### config.mk
export PLATFORM = sky130hd
export DESIGN_NAME = downstream_vc_credit_manager
export DESIGN_NICKNAME = d
export VERILOG_FILES = /design/src/rtl/downstream_vc_credit_manager.sv
export SDC_FILE = /design/constraint.sdc
export NUM_CORES = 1
export LEC_CHECK = 0
export BUFFER_PORTS_ARGS = -buffer_cell sky130_fd_sc_hd__buf_2
export CAP_MARGIN = 20
export CELL_PAD_IN_SITES_DETAIL_PLACEMENT = 1
export CELL_PAD_IN_SITES_GLOBAL_PLACEMENT = 2
export CORE_MARGIN = 2
export CORE_UTILIZATION = 32
export CTS_CLUSTER_DIAMETER = 100
export DETAILED_ROUTE_END_ITERATION = 16
export PLACE_DENSITY_LB_ADDON = 0.1
export SYNTH_ARGS = -nofsm -noshare
export SYNTH_HDL_FRONTEND = slang
export SYNTH_SLANG_ARGS = --single-unit
### constraint.sdc
create_clock -name clk -period 2.9 [get_ports clk]
set_input_delay 0.435 -clock clk [delete_from_list [all_inputs] [get_ports clk]]
set_output_delay 0.435 -clock clk [all_outputs]
set_load 0.01 [all_outputs]
### src/rtl/downstream_vc_credit_manager.sv
// downstream_vc_credit_manager
//   Tracks availability of every downstream virtual channel of a router.
//   Each (port, vc) pair has a credit counter and a small ownership FSM
//   (IDLE -> ACTIVE -> DRAINING -> IDLE). Free VCs are handed out
//   round-robin per output port. Per-VC credit availability and idleness
//   go to the allocators.
//
// Ports
//   clk, rst            clock; asynchronous active-high reset
//   alloc_req_i/_grant_o/alloc_vc_o
//                       per-port VC request, same-cycle grant and granted VC
//   flit_sent_i/_vc_i/_tail_i
//                       flit forwarded downstream, its VC, and its tail marker
//   credit_i/credit_vc_i
//                       credit returned from downstream and its VC
//   credit_avail_o      VC is ACTIVE with at least one free slot
//   idle_vc_o           VC is IDLE (released and fully drained)
//   error_o             sticky protocol-violation flag
module downstream_vc_credit_manager #(
  parameter  int PORT_NUM    = 5,
  parameter  int VC_NUM      = 2,
  parameter  int BUFFER_SIZE = 8,
  localparam int VC_SIZE     = (VC_NUM > 1) ? $clog2(VC_NUM) : 1,
  localparam int CNT_W       = $clog2(BUFFER_SIZE + 1)
) (
  input  logic                              clk,
  input  logic                              rst,
  input  logic [PORT_NUM-1:0]               alloc_req_i,
  output logic [PORT_NUM-1:0]               alloc_grant_o,
  output logic [PORT_NUM-1:0][VC_SIZE-1:0]  alloc_vc_o,
  input  logic [PORT_NUM-1:0]               flit_sent_i,
  input  logic [PORT_NUM-1:0][VC_SIZE-1:0]  flit_vc_i,
  input  logic [PORT_NUM-1:0]               flit_tail_i,
  input  logic [PORT_NUM-1:0]               credit_i,
  input  logic [PORT_NUM-1:0][VC_SIZE-1:0]  credit_vc_i,
  output logic [PORT_NUM-1:0][VC_NUM-1:0]   credit_avail_o,
  output logic [PORT_NUM-1:0][VC_NUM-1:0]   idle_vc_o,
  output logic                              error_o
);

  typedef enum logic [1:0] {
    ST_IDLE   = 2'd0,
    ST_ACTIVE = 2'd1,
    ST_DRAIN  = 2'd2
  } vc_state_e;

  localparam logic [CNT_W-1:0] CNT_FULL = CNT_W'(BUFFER_SIZE);
  localparam logic [CNT_W-1:0] CNT_ZERO = {CNT_W{1'b0}};

  vc_state_e                  state_q [PORT_NUM][VC_NUM];
  vc_state_e                  state_d [PORT_NUM][VC_NUM];
  logic [CNT_W-1:0]           cnt_q   [PORT_NUM][VC_NUM];
  logic [CNT_W-1:0]           cnt_d   [PORT_NUM][VC_NUM];
  logic [PORT_NUM-1:0][VC_SIZE-1:0] rr_q, rr_d;
  logic                       err_q, err_d;

  logic [PORT_NUM-1:0]              grant_s;
  logic [PORT_NUM-1:0][VC_SIZE-1:0] grant_vc_s;

  // State register: FSMs, credit counters, round-robin pointers, error flag.
  always_ff @(posedge clk or posedge rst) begin
    if (rst) begin
      for (int p = 0; p < PORT_NUM; p++) begin
        for (int v = 0; v < VC_NUM; v++) begin
          state_q[p][v] <= ST_IDLE;
          cnt_q[p][v]   <= CNT_FULL;
        end
      end
      rr_q  <= '0;
      err_q <= 1'b0;
    end else begin
      state_q <= state_d;
      cnt_q   <= cnt_d;
      rr_q    <= rr_d;
      err_q   <= err_d;
    end
  end

  // Round-robin search for the first IDLE VC starting at rr_q, on registered
  // state only. Grants are suppressed while reset is asserted.
  always_comb begin
    grant_s    = '0;
    grant_vc_s = '0;
    for (int p = 0; p < PORT_NUM; p++) begin
      for (int k = 0; k < VC_NUM; k++) begin
        automatic int idx = (int'(rr_q[p]) + k) % VC_NUM;
        if (!grant_s[p] && alloc_req_i[p] && !rst && (state_q[p][idx] == ST_IDLE)) begin
          grant_s[p]    = 1'b1;
          grant_vc_s[p] = VC_SIZE'(idx);
        end else begin
          grant_s[p]    = grant_s[p];
          grant_vc_s[p] = grant_vc_s[p];
        end
      end
    end
  end

  // Next-state logic: counters, FSM transitions, pointer rotation, error.
  // Tail/drain transitions look at the counter's next value so a VC whose
  // last credit arrives together with the tail goes straight to IDLE.
  always_comb begin
    state_d = state_q;
    cnt_d   = cnt_q;
    rr_d    = rr_q;
    err_d   = err_q;
    for (int p = 0; p < PORT_NUM; p++) begin
      if (grant_s[p]) begin
        rr_d[p] = VC_SIZE'((int'(grant_vc_s[p]) + 1) % VC_NUM);
      end else begin
        rr_d[p] = rr_q[p];
      end
      for (int v = 0; v < VC_NUM; v++) begin
        automatic logic sent_s = flit_sent_i[p] && (int'(flit_vc_i[p]) == v);
        automatic logic cr_s   = credit_i[p] && (int'(credit_vc_i[p]) == v);
        case ({sent_s, cr_s})
          2'b10: begin
            if (cnt_q[p][v] == CNT_ZERO) begin
              err_d = 1'b1;
            end else begin
              cnt_d[p][v] = cnt_q[p][v] - CNT_W'(1);
            end
          end
          2'b01: begin
            if (cnt_q[p][v] == CNT_FULL) begin
              err_d = 1'b1;
            end else begin
              cnt_d[p][v] = cnt_q[p][v] + CNT_W'(1);
            end
          end
          default: cnt_d[p][v] = cnt_q[p][v];
        endcase
        // Only the owner of an ACTIVE VC may send on it.
        if (sent_s && (state_q[p][v] != ST_ACTIVE)) begin
          err_d = 1'b1;
        end else begin
          err_d = err_d;
        end
        case (state_q[p][v])
          ST_IDLE: begin
            if (grant_s[p] && (int'(grant_vc_s[p]) == v)) begin
              state_d[p][v] = ST_ACTIVE;
            end else begin
              state_d[p][v] = ST_IDLE;
            end
          end
          ST_ACTIVE: begin
            if (sent_s && flit_tail_i[p]) begin
              state_d[p][v] = (cnt_d[p][v] == CNT_FULL) ? ST_IDLE : ST_DRAIN;
            end else begin
              state_d[p][v] = ST_ACTIVE;
            end
          end
          ST_DRAIN: begin
            if (cnt_d[p][v] == CNT_FULL) begin
              state_d[p][v] = ST_IDLE;
            end else begin
              state_d[p][v] = ST_DRAIN;
            end
          end
          default: state_d[p][v] = ST_IDLE;
        endcase
      end
    end
  end

  // Output decode from registered state plus the combinational grant.
  always_comb begin
    alloc_grant_o  = grant_s;
    alloc_vc_o     = grant_vc_s;
    credit_avail_o = '0;
    idle_vc_o      = '0;
    for (int p = 0; p < PORT_NUM; p++) begin
      for (int v = 0; v < VC_NUM; v++) begin
        credit_avail_o[p][v] = (state_q[p][v] == ST_ACTIVE) && (cnt_q[p][v] != CNT_ZERO);
        idle_vc_o[p][v]      = (state_q[p][v] == ST_IDLE);
      end
    end
    error_o = err_q;
  end

endmodule

==> impl_metrics.tcl <==
set metrics [dict create \
    die_w_um 136 \
    ios 63 \
    wl_per_cell_um 16.3 \
    power.leakage_nw 2.91 \
    synth_ff_type "dfrtp_1" \
    p_int_mw 2.84 \
    synth.most_common_cell "inv_1" \
    diodes 0 \
    worstSetupPathType "reg -> out" \
    area_growth_pct 12.4 \
    period_share 0.814 \
    fin_cells 982 \
    worstPathArrival_ns 1.93 \
    start_util 0.326 \
    wl_met2_um 7670 \
    grt_overflow 0 \
    finalWorstSetupSlack_ns 0.538 \
    place_ws_ns 0.463 \
    pwr-share-comb 0.480 \
    finalHoldViolations 0 \
    synth_edf_count 0 \
    grt_max_degree 39 \
    synth_common_cells "82 x inv_1, 74 x nor2_1, 56 x dfrtp_1" \
    final_max_slew_viol_count 0 \
    crit_path_start "cnt_q[36]" \
    die-area_mm2 0.0186 \
    clock_sinks 66 \
    maxCapViolCount 0 \
    antenna_found_initial 0 \
    drt-total-wl_um 16000 \
    rsz0062_at_grt "false" \
    cts_buffer_depth 2 \
    grt_pass1_vias 5303 \
    worst_pin_slew_ns 0.743 \
    p_sw_frac 0.440 \
    fin_crit_ns 2.36 \
    clkLatencyLatePin_ns 0.34 \
    dp_cells 966 \
    cp.required_ns 2.47 \
    worstPathCellList "inv_1 -> ha_1 -> nor3b_1 -> nor2_1 -> buf_2" \
    finClkSkew_ns 0.00731 \
    drive_gt1_frac 0.149 \
    end_kind "output pin" \
    cp_max_fo 7 \
    grtUsageTotal 0.179 \
    dp_hpwl_um 12300 \
    power_mw 5.07 \
    cts_tree "done" \
    yosysSeqAreaShare 0.296 \
    ctsHoldBuffers 0 \
    timing.rr.start "cnt_q[28]" \
    clkTransAtPathRegs_ns 0.06 \
    worst_path_max_delay_cell "nor3b_1" \
    synthTopCellsByArea "dfrtp_1 25%, ha_1 8.9%, inv_1 5.5%" \
    die_h_um 136 \
    synth.top_cell.area_share 0.250 \
    cp-start-kind "flop" \
    postRouteAntennaNets 0 \
    drc_errors 0 \
    vdd_drop_max_mv 0.290 \
    cts-resized-gates 0 \
    synthArstFlopShare 1.00 \
    cts_made_buffers 9 \
    p_sw_mw 2.23 \
    tns_ns 0 \
    setup_viol 0 \
    power_density_mw_per_mm2 803 \
    viasPerCell 5.28 \
    htree_levels 3 \
    power_frac_seq 0.321 \
    grt_pass1_wl_um 26600 \
    synth_top_cell_by_area "dfrtp_1" \
    hp-class "in -> async" \
    fill_cells 2091 \
    drtPass1Iterations 4 \
    postSynthCellCount 714 \
    gp_congestion 0.816 \
    fmax_mhz 423 \
    max_slew_margin 0.498 \
    num-nets-final 824 \
    synth_nets 786 \
    postCtsSetupRepairBufs 0 \
    ys_seq_elements 66 \
    p_clk_frac 0.200 \
    yosysUniqueCellTypes 68 \
    yosysWarnings 0 \
    numPortBuffers 62 \
    route.met3.wl_um 380 \
    num_vias 5189 \
    max_stage_delay_ns 0.47 \
    maxUsedRoutingLayer "met4" \
    drt-met1-wl_um 7710 \
    drtIter0Drc 200 \
    core_area_mm2 0.0172 \
    rows 48 \
    synth.avg_cell_area_um2 7.86 \
    status "finished clean" \
    cts_root_buf "clkbuf_16" \
    synth_area_mm2 0.00561 \
]
-- worst max-delay path: cells and delay by family, from the launching register on --
family	cells	cell delay, ns
buffers and inverters	2	0.29
flip-flops	1	0.46
AND/OR/NAND/NOR	2	0.58
adder cells (fa/ha/maj)	1	0.27
-- layout make-up --
class | count | area [µm²] | share of cell area
Timing Repair Buffer | 65 | 333 | 0.0527
Sequential cell | 66 | 1660 | 0.264
Clock inverter | 3 | 15.0 | 0.00238
Clock buffer | 13 | 250 | 0.0397
Multi-Input combinational cell | 527 | 3460 | 0.548
Tap cell | 225 | 282 | 0.0446
Inverter | 83 | 312 | 0.0494
-- through the flow --
stage                util  cell area (µm²)  hold slack, ns
floorplan               -             5610           0.460
global placement    0.351             6050           0.483
detailed placement  0.351             6050           0.500
CTS                 0.366             6310           0.413
global route        0.366             6310           0.432
finish              0.366             6310           0.382
-- sequential cells by signal (all words and copies together) (netlist names) --
signal,cells
cnt_q,40
state_q,20
rr_q,5
error_o,1
-- power groups by stage --
stage	clock, mW	sequential, mW	combinational [mW]
4_1_cts	1.04	1.62	2.46
2_1_floorplan	0	1.44	1.88
5_1_grt	1.07	1.68	2.76
6_report	1.01	1.62	2.43
3_3_place_gp	0	1.62	2.38
3_5_place_dp	0	1.63	2.44
-- metal layers --
metal / global-route usage / vias to the layer above
met4: 0.0608 / 0
met2: 0.304 / 66
met5: 0 / -
li1: - / 2575
met3: 0.0205 / 16
met1: 0.235 / 2532
-- logic make-up (layout without fill, tap and decap cells) --
group	count (synthesis)	in the layout	share of synthesized area
buffers and inverters	121	164	0.0880
AO/OA/AOI/OAI	183	183	0.220
adder cells (fa/ha/maj)	40	40	0.0891
XOR/XNOR	10	10	0.0156
AND/OR/NAND/NOR	285	285	0.272
multiplexers	9	9	0.0196
flip-flops	66	66	0.296
-- final timing paths --
kind | endpoint | slack, ns | depth (start not counted)
min in group clk | state_q[16] | 0.43 | 4
hold / removal | state_q[11] | 0.38 | 3
max in group asynchronous | cnt_q[11] | 2.07 | 3
setup reg to reg | state_q[15] | 0.80 | 7
setup / recovery | credit_avail_o[0] | 0.54 | 5
hold reg to reg | rr_q[3] | 0.50 | 2
-- cell usage in the layout (no fill, tap or decap), types with 4 or more instances in the layout --
cell,Yosys,routed
nor4_1,4,4
a21oi_1,46,46
mux2_1,4,4
and3_1,11,11
nand4_1,4,4
o311ai_1,4,4
ha_1,40,40
o211ai_1,8,8
a2bb2oi_1,5,5
nand3_1,13,13
and2_1,11,11
nor3b_2,8,8
dfrtp_1,56,56
nor3_1,40,40
nand2b_1,31,31
o31a_1,7,7
o31ai_1,11,11
xor2_1,10,10
nor3b_1,5,5
buf_2,19,62
o21bai_1,6,6
a31oi_1,19,19
inv_1,82,81
nand2_1,41,41
o21ai_0,19,19
o22ai_1,16,16
dfstp_2,10,10
a21boi_0,5,5
clkbuf_16,0,9
nor2_1,74,74
nor2b_1,31,31
Power figures use the tool's default switching activity.
